[src/rtl/tff_pkg.sv]
// Shared definitions for the T flip-flop output decoder.
//   ST_IDLE / ST_ACTIVE / ST_STALL : FSM state encodings that appear on the
//                                    tff_decoder 'state' output.
package tff_pkg;

  localparam logic [1:0] ST_IDLE   = 2'd0;
  localparam logic [1:0] ST_ACTIVE = 2'd1;
  localparam logic [1:0] ST_STALL  = 2'd2;

endpackage

[src/rtl/tff_decoder_toggle_detect.sv]
// Edge/toggle detection front end of tff_decoder.
// The previous q_in level is kept in a delay flop. A toggle is recognised
// when q_in differs from that level. Detection is held off until one clock
// edge after reset, so the reset value of the delay flop cannot cause a
// false toggle.
//
// Ports
//   clk    : clock, rising edge
//   rst    : synchronous reset, active low
//   q_in   : toggling level from the T flip-flop
//   en     : decode enable (the delay flop keeps tracking while en=0)
//   clr    : suppresses the output pulses of a toggle seen on the same edge
//   det    : combinational, 1 when the current edge carries a toggle
//   t_out  : registered one-cycle pulse per detected toggle
//   rise   : t_out qualified with new q_in = 1
//   fall   : t_out qualified with new q_in = 0
module toggle_detect (
  input  logic clk,
  input  logic rst,
  input  logic q_in,
  input  logic en,
  input  logic clr,
  output logic det,
  output logic t_out,
  output logic rise,
  output logic fall
);

  logic q_d_q, q_d_d;
  logic primed_q, primed_d;
  logic t_q, t_d;
  logic rise_q, rise_d;
  logic fall_q, fall_d;

  always_comb begin
    det      = en & primed_q & (q_in ^ q_d_q);
    // The delay flop and primed are left alone by clr, so the edge after a
    // clear still compares against the true previous level.
    q_d_d    = q_in;
    primed_d = 1'b1;
    t_d      = det & ~clr;
    rise_d   = t_d & q_in;
    fall_d   = t_d & ~q_in;
  end

  always_ff @(posedge clk) begin
    if (!rst) begin
      q_d_q    <= 1'b0;
      primed_q <= 1'b0;
      t_q      <= 1'b0;
      rise_q   <= 1'b0;
      fall_q   <= 1'b0;
    end else begin
      q_d_q    <= q_d_d;
      primed_q <= primed_d;
      t_q      <= t_d;
      rise_q   <= rise_d;
      fall_q   <= fall_d;
    end
  end

  assign t_out = t_q;
  assign rise  = rise_q;
  assign fall  = fall_q;

endmodule

[src/rtl/tff_decoder.sv]
// Decoder for the output pair of a T flip-flop.
// It recovers the T input as a pulse per toggle, counts toggles with a
// saturating counter, flags q/qb disagreement, and tracks activity with a
// small FSM. The FSM stalls after TIMEOUT idle enabled cycles.
//
// Ports
//   clk     : clock, rising edge
//   rst     : synchronous reset, active low; overrides clr and en
//   q_in    : toggling level, synchronous to clk
//   qb_in   : complement of q_in
//   en      : decode enable
//   clr     : synchronous clear of counter, flags, timer and state
//   t_out   : one-cycle pulse per detected toggle
//   rise    : pulse for a 0->1 toggle
//   fall    : pulse for a 1->0 toggle
//   evt_cnt : saturating toggle count
//   sat     : evt_cnt is all-ones
//   err     : sticky, q_in equalled qb_in on some edge
//   state   : FSM state (IDLE=0, ACTIVE=1, STALL=2)
module tff_decoder
  import tff_pkg::*;
#(
  parameter int CNT_W   = 8,
  parameter int TIMEOUT = 16
) (
  input  logic             clk,
  input  logic             rst,
  input  logic             q_in,
  input  logic             qb_in,
  input  logic             en,
  input  logic             clr,
  output logic             t_out,
  output logic             rise,
  output logic             fall,
  output logic [CNT_W-1:0] evt_cnt,
  output logic             sat,
  output logic             err,
  output logic [1:0]       state
);

  localparam int TMR_W = (TIMEOUT > 2) ? $clog2(TIMEOUT) : 1;
  localparam logic [TMR_W-1:0] TMR_LAST = TMR_W'(TIMEOUT - 1);
  localparam logic [TMR_W-1:0] TMR_ONE  = TMR_W'(1);
  localparam logic [CNT_W-1:0] CNT_MAX  = '1;
  localparam logic [CNT_W-1:0] CNT_ONE  = CNT_W'(1);

  logic             det;
  logic [CNT_W-1:0] cnt_q, cnt_d;
  logic             sat_q, sat_d;
  logic             err_q, err_d;
  logic [TMR_W-1:0] tmr_q, tmr_d;
  logic [1:0]       state_q, state_d;

  toggle_detect u_toggle_detect (
    .clk   (clk),
    .rst   (rst),
    .q_in  (q_in),
    .en    (en),
    .clr   (clr),
    .det   (det),
    .t_out (t_out),
    .rise  (rise),
    .fall  (fall)
  );

  always_comb begin
    cnt_d   = cnt_q;
    sat_d   = sat_q;
    err_d   = err_q | (q_in == qb_in);
    tmr_d   = tmr_q;
    state_d = state_q;

    if (clr) begin
      // clr beats both a simultaneous toggle and a q/qb fault on this edge.
      cnt_d   = '0;
      sat_d   = 1'b0;
      err_d   = 1'b0;
      tmr_d   = '0;
      state_d = ST_IDLE;
    end else begin
      if (det && (cnt_q != CNT_MAX)) begin
        cnt_d = cnt_q + CNT_ONE;
      end
      sat_d = (cnt_d == CNT_MAX);

      case (state_q)
        ST_IDLE: begin
          if (det) begin
            state_d = ST_ACTIVE;
            tmr_d   = '0;
          end
        end
        ST_ACTIVE: begin
          if (det) begin
            tmr_d = '0;
          end else if (en) begin
            // The timer counts idle enabled edges. The edge that finds it
            // at TIMEOUT-1 is the TIMEOUT-th idle edge.
            if (tmr_q == TMR_LAST) begin
              state_d = ST_STALL;
              tmr_d   = '0;
            end else begin
              tmr_d = tmr_q + TMR_ONE;
            end
          end
        end
        ST_STALL: begin
          if (det) begin
            state_d = ST_ACTIVE;
            tmr_d   = '0;
          end
        end
        default: begin
          state_d = ST_IDLE;
          tmr_d   = '0;
        end
      endcase
    end
  end

  always_ff @(posedge clk) begin
    if (!rst) begin
      cnt_q   <= '0;
      sat_q   <= 1'b0;
      err_q   <= 1'b0;
      tmr_q   <= '0;
      state_q <= ST_IDLE;
    end else begin
      cnt_q   <= cnt_d;
      sat_q   <= sat_d;
      err_q   <= err_d;
      tmr_q   <= tmr_d;
      state_q <= state_d;
    end
  end

  assign evt_cnt = cnt_q;
  assign sat     = sat_q;
  assign err     = err_q;
  assign state   = state_q;

endmodule

[config.mk]
export PLATFORM = sky130hd
export DESIGN_NAME = tff_decoder
export DESIGN_NICKNAME = d
export VERILOG_FILES = /design/src/rtl/tff_pkg.sv /design/src/rtl/tff_decoder_toggle_detect.sv /design/src/rtl/tff_decoder.sv
export SDC_FILE = /design/constraint.sdc
export NUM_CORES = 1
export LEC_CHECK = 0
export CAP_MARGIN = 20
export CORE_MARGIN = 1
export CORE_UTILIZATION = 54
export DETAILED_ROUTE_END_ITERATION = 16
export GPL_ROUTABILITY_DRIVEN = 1
export PLACE_DENSITY = 0.84
export SYNTH_ARGS = -nofsm -noshare
export SYNTH_HDL_FRONTEND = slang
export SYNTH_SLANG_ARGS = --single-unit
[constraint.sdc]
create_clock -name clk -period 2.65 [get_ports clk]
set_input_delay 0.53 -clock clk [delete_from_list [all_inputs] [get_ports clk]]
set_output_delay 0.53 -clock clk [all_outputs]
set_load 0.03 [all_outputs]
Word level (Yosys, flattened, before mapping)
Cells that the tools add are included.
- word-level logic and storage cells: 52
- input port bits: 6
- output and inout port bits: 15
- bits in registers: 21
- reduce and logical (&&, ||, !) cells: 6
- equality and inequality tests: 11
- multiplexer cells: 13
- add/subtract/negate cells: 2
- bitwise operators: 10
- operators by type and width (kind ; count):
    4-bit 2-to-1 mux ; 4
    8-bit 2-to-1 mux ; 2
    8-bit by 1-bit adder with 8-bit output (second input constant) ; 1
    8-bit equality test (second input constant) ; 1
    2-bit 2-to-1 mux ; 4
    8-bit != test (second input constant) ; 1
    4-bit case mux with 2 select lines ; 1
    2-bit != test (second input constant) ; 3
    1-bit bitwise AND ; 5
    4-bit by 1-bit adder with 4-bit output (second input constant) ; 1
    4-bit equality test (second input constant) ; 1
    2-bit case mux with 2 select lines ; 1
    4-bit AND reduction ; 1
    2-bit OR reduction ; 2
    3-bit != test (second input constant) ; 1
    1-bit NOT ; 3
    2-bit by 1-bit equality test with 1-bit output (second input constant) ; 1
    2-bit equality test (second input constant) ; 1
    2-bit logical NOT ; 1
    2-bit by 1-bit != test with 1-bit output (second input constant) ; 1
    2-bit AND reduction ; 1
    1-bit equality test ; 1
    1-bit logical AND ; 1
    1-bit 2-to-1 mux ; 1
    2 further kinds ; 2

Depth between registers and ports, before layout
- depth after elaboration: 6
- depth in mapped cells: 6
- mapped depth without buffers: 6

Hierarchy
Synthesis repeated with hierarchy kept, for this count alone.
- cell total of the unflattened synthesis: 124
- area total of the unflattened synthesis: 1096.1 um2
- modules (own cells, without submodules) (module ; seq. area each (um2) ; instances ; cells each ; area each (um2)):
    tff_decoder ; 320.3 ; 1 ; 111 ; 929.6
    toggle_detect ; 100.1 ; 1 ; 13 ; 166.4

Worst setup path after synthesis
Ideal clock, no wire load.
- path kind: register -> register
- from: register cnt_q[1] (netlist: evt_cnt[1])
- to: register sat_q (netlist: sat)
- library setup time: 0.103 ns
- clock period less this slack: 1.982 ns
- path slack: 0.668 ns
- stages on the path, launching flop included: 7
- path buffers: 0
- data arrival time: 1.879 ns
- required time: 2.547 ns
- cells stage by stage: dfxtp_1 ha_1 and3_4 a211oi_4 mux2i_1 or2_1 a2111oi_2
- longest elaborated chain between the ends: 5
- elaborated cells on any way between the ends: 6
- classes of those cells: add/sub: 1; eq/ne: 2; mux: 2; reduce/logical: 1
- ends and longest elaborated chain (element ; RTL line ; text):
    from (decl) ; tff_decoder.sv:48 ; logic [CNT_W-1:0] cnt_q, cnt_d;
    from (signal assigned) ; tff_decoder.sv:129 ; cnt_q <= cnt_d;
    parallel branches: the longest is 2 deep, another holds 8-bit by 1-bit adder with 8-bit output ; - ;
    8-bit 2-to-1 mux (*) ; tff_decoder.sv:81 ; if (det && (cnt_q != CNT_MAX)) begin
    8-bit 2-to-1 mux (*) ; tff_decoder.sv:73 ; if (clr) begin
    8-bit equality test (*) ; tff_decoder.sv:84 ; sat_d = (cnt_d == CNT_MAX);
    to (signal assigned) ; tff_decoder.sv:130 ; sat_q <= sat_d;
    to (decl) ; tff_decoder.sv:49 ; logic sat_q, sat_d;
Mark *: on every way between the ends. The select of a mux whose other input is x is not followed.
A chain may end at the register's enable or synchronous reset.

Worst setup path in the final report
- from: input port q_in
- to: register sat_q (netlist: sat)
- longest elaborated chain between the ends: 6
- ends and longest elaborated chain (element ; RTL line ; text):
    from (decl) ; tff_decoder.sv:28 ; input logic q_in,
    1-bit XOR ; tff_decoder_toggle_detect.sv:36 ; det = en & primed_q & (q_in ^ q_d_q);
    1-bit bitwise AND ; tff_decoder_toggle_detect.sv:36 ;
    1-bit logical AND ; tff_decoder.sv:81 ;
    8-bit 2-to-1 mux ; tff_decoder.sv:81 ;
    8-bit 2-to-1 mux ; tff_decoder.sv:73 ;
    8-bit equality test ; tff_decoder.sv:84 ;
Every way passes these cells. The select of a mux whose other input is x is not followed.

==> results.toml <==
[setup_path]
r2r_slack_ns = 0.53
required_ns = 2.86
slowest_stage = "clkdlybuf4s50_1"
start_kind = "input port"
path_max_fanout = 10
cpPeakStageDelay_ns = 0.65
cp.arrival_ns = 2.51
path_cells = "clkdlybuf4s50_1 -> xor2_1 -> nand3_2 -> nor3_1 -> o21ai_0 -> a2111oi_2"
end_kind = "flip-flop"
crit_type = "input port to flip-flop"

[drt]
vias_per_cell = 5.909
routed_wl_um = 2574
drt_iter0_markers = 52
dr.pass1.iters = 5
antenna_left = 0
vias = 1034
wl_per_cell_um = 14.71
drc = 0

[cts]
cts_buffers = 3
cts.sinks = 21
cts_resized = 0
insertion_delay_ns = 0.31
ctsHoldBuffers = 0
clk_pin_slew_worst_paths_ns = 0.12
cts-root-buf = "clkbuf_4"
htree_levels = 1
cts_tree = "built"
cts_buffer_depth = 2
cts_setup_buffers = 0

[global_routing]
antenna_found_initial = 0
grt_pass1_vias = 829
track_usage_pct = 25.17
grt_overflow_total = 0
grt_max_degree = 17
grt_pass1_wl_um = 3933

[floorplan]
dieWidth_um = 47.77
initial_core_util_pct = 57.65
die_y_um = 47.77
dieArea_um2 = 2282
pin_count = 21
std_cell_rows = 16
core-area_um2 = 1962

[placement]
place.gp.congestion = 0.9111
place_ws_ns = 0.1044
dpl.hpwl_um = 1862
io_buffers = 20

[yosys]
yosysTopAreaCellShare_pct = 37.17
synth_cells = 129
ys_warn_count = 0
ys_types = 46
avgSynthCellArea_um2 = 8.768
synth_top_cell_by_area = "dfxtp_1"
seq_area_frac_synth_pct = 37.17
synth-edff-count = 0
synth_seq_cells = 21
yosys-top-cells-area = "dfxtp_1, nor2_1, nand3_1, xor2_1, buf_6"
synthFlopType = "dfxtp_1"
async_reset_ff_share_pct = 0
syn_area_um2 = 1131
syn_nets = 137

[sta]
period_needed_ns = 2.300
hold_violations = 0
setup_viol = 0
max_freq_ghz = 0.4347
min_period_over_period_pct = 86.80
drv_slew = 0
rsz0062_at_grt = "false"
timing.slew.headroom_pct = 69.98
worst_slack_ns = 0.3497
clock_skew_ns = 0.004914
worst_slew_pin_slew_ns = 0.4441
fin_setup_tns_ns = 0

[final_layout]
fin_nets = 157
drive_above_1_share_pct = 10.81
layout_common_cells = "dfxtp_1, clkdlybuf4s50_1, nor2_1"
layout_commonest_cell = "dfxtp_1"
diodes = 0
syn_to_final_growth_pct = 20.02

[power_and_ir_drop]
power_density_nw_per_um2 = 397.6
vdd_drop_max_mv = 0.2945
power.leakage_nw = 0.4469

[worst_hold_path]
hold_path_class = "flip-flop to flip-flop"

[run]
maxCapViolations = 0

[status]
status = "completed"
==> layer usage <==
layer / wire [um] / global-route usage [%] / up-vias
li1: - / - / 495
met1: 1079 / 32.57 / 481
met3: 190 / 4.151 / 5
met5: 0 / 0 / -
met4: 38 / 12.22 / 0
met2: 1266 / 40.54 / 53
==> registers in the layout, indices dropped and copies added (netlist names) <==
| signal | cells |
|---|---|
| u_toggle_detect.rise | 1 |
| u_toggle_detect.primed_q | 1 |
| evt_cnt | 8 |
| sat | 1 |
| u_toggle_detect.fall | 1 |
| state | 2 |
| tmr_q | 4 |
| u_toggle_detect.q_d_q | 1 |
| u_toggle_detect.t_out | 1 |
| err | 1 |
==> path summary, 6_finish.rpt <==
kind / start / depth (start not counted) / end
worst min-delay path: tmr_q[3] / 2 / tmr_q[3]
worst max-delay path: q_in / 6 / sat
worst max register to register: evt_cnt[0] / 5 / sat
worst min register to register: tmr_q[3] / 2 / tmr_q[3]
==> power by group <==
part / internal (W) / switching, W
Clock: 0.0000565 / 0.000100
Sequential: 0.000320 / 0.00000490
Combinational: 0.0000256 / 0.0000330
==> cell type report <==
class / count / area [um2]
repair buffers: 23 / 222.7
fillers: 188 / 604.3
clock inverters: 1 / 5.005
multi-input cells: 98 / 645.6
inverters: 2 / 7.507
well taps: 27 / 33.78
flip-flops and latches: 21 / 420.4
clock buffers: 3 / 22.52
==> cell families (layout without fill, tap and decap cells) <==
kind of cell | Yosys count | after routing | share of synthesized area (%)
compound gates | 20 | 20 | 13.39
xor+xnor | 8 | 8 | 6.859
fa+ha+maj | 2 | 2 | 2.212
buf+inv | 10 | 29 | 5.752
flops | 21 | 21 | 37.17
mux | 4 | 4 | 3.650
simple gates | 64 | 64 | 30.98
==> per-stage QoR <==
step	instances	total power, W	hold slack (ns)	util [%]	area (um2)
3_3_place_gp	171	0.0003863	0.4465	67.79	1330
2_1_floorplan	129	0.0003687	0.4634	-	1131
4_1_cts	175	0.0005421	0.5119	69.20	1358
5_1_grt	175	0.0005597	0.5505	69.20	1358
3_5_place_dp	171	0.0003890	0.4958	67.79	1330
6_report	175	0.0005397	0.5080	69.20	1358
==> Yosys cell counts (3+ instances only) <==
cell      count
dfxtp_1      21
nor2_1       18
nand3_1       9
nand2_1       8
a21oi_1       6
nor3_1        6
xor2_1        4
buf_6         3
clkbuf_1      3
mux2i_1       3
nand2b_1      3
nor2b_1       3
o21ai_0       3
xnor2_1       3
==> critical path: cells and delay by family <==
kind	cells	cell delay [ns]
buffers and inverters	1	0.65
AND/OR/NAND/NOR	2	0.54
AO/OA/AOI/OAI	2	0.49
XOR/XNOR	1	0.31
No activity file was read; power rests on OpenSTA's default activity.
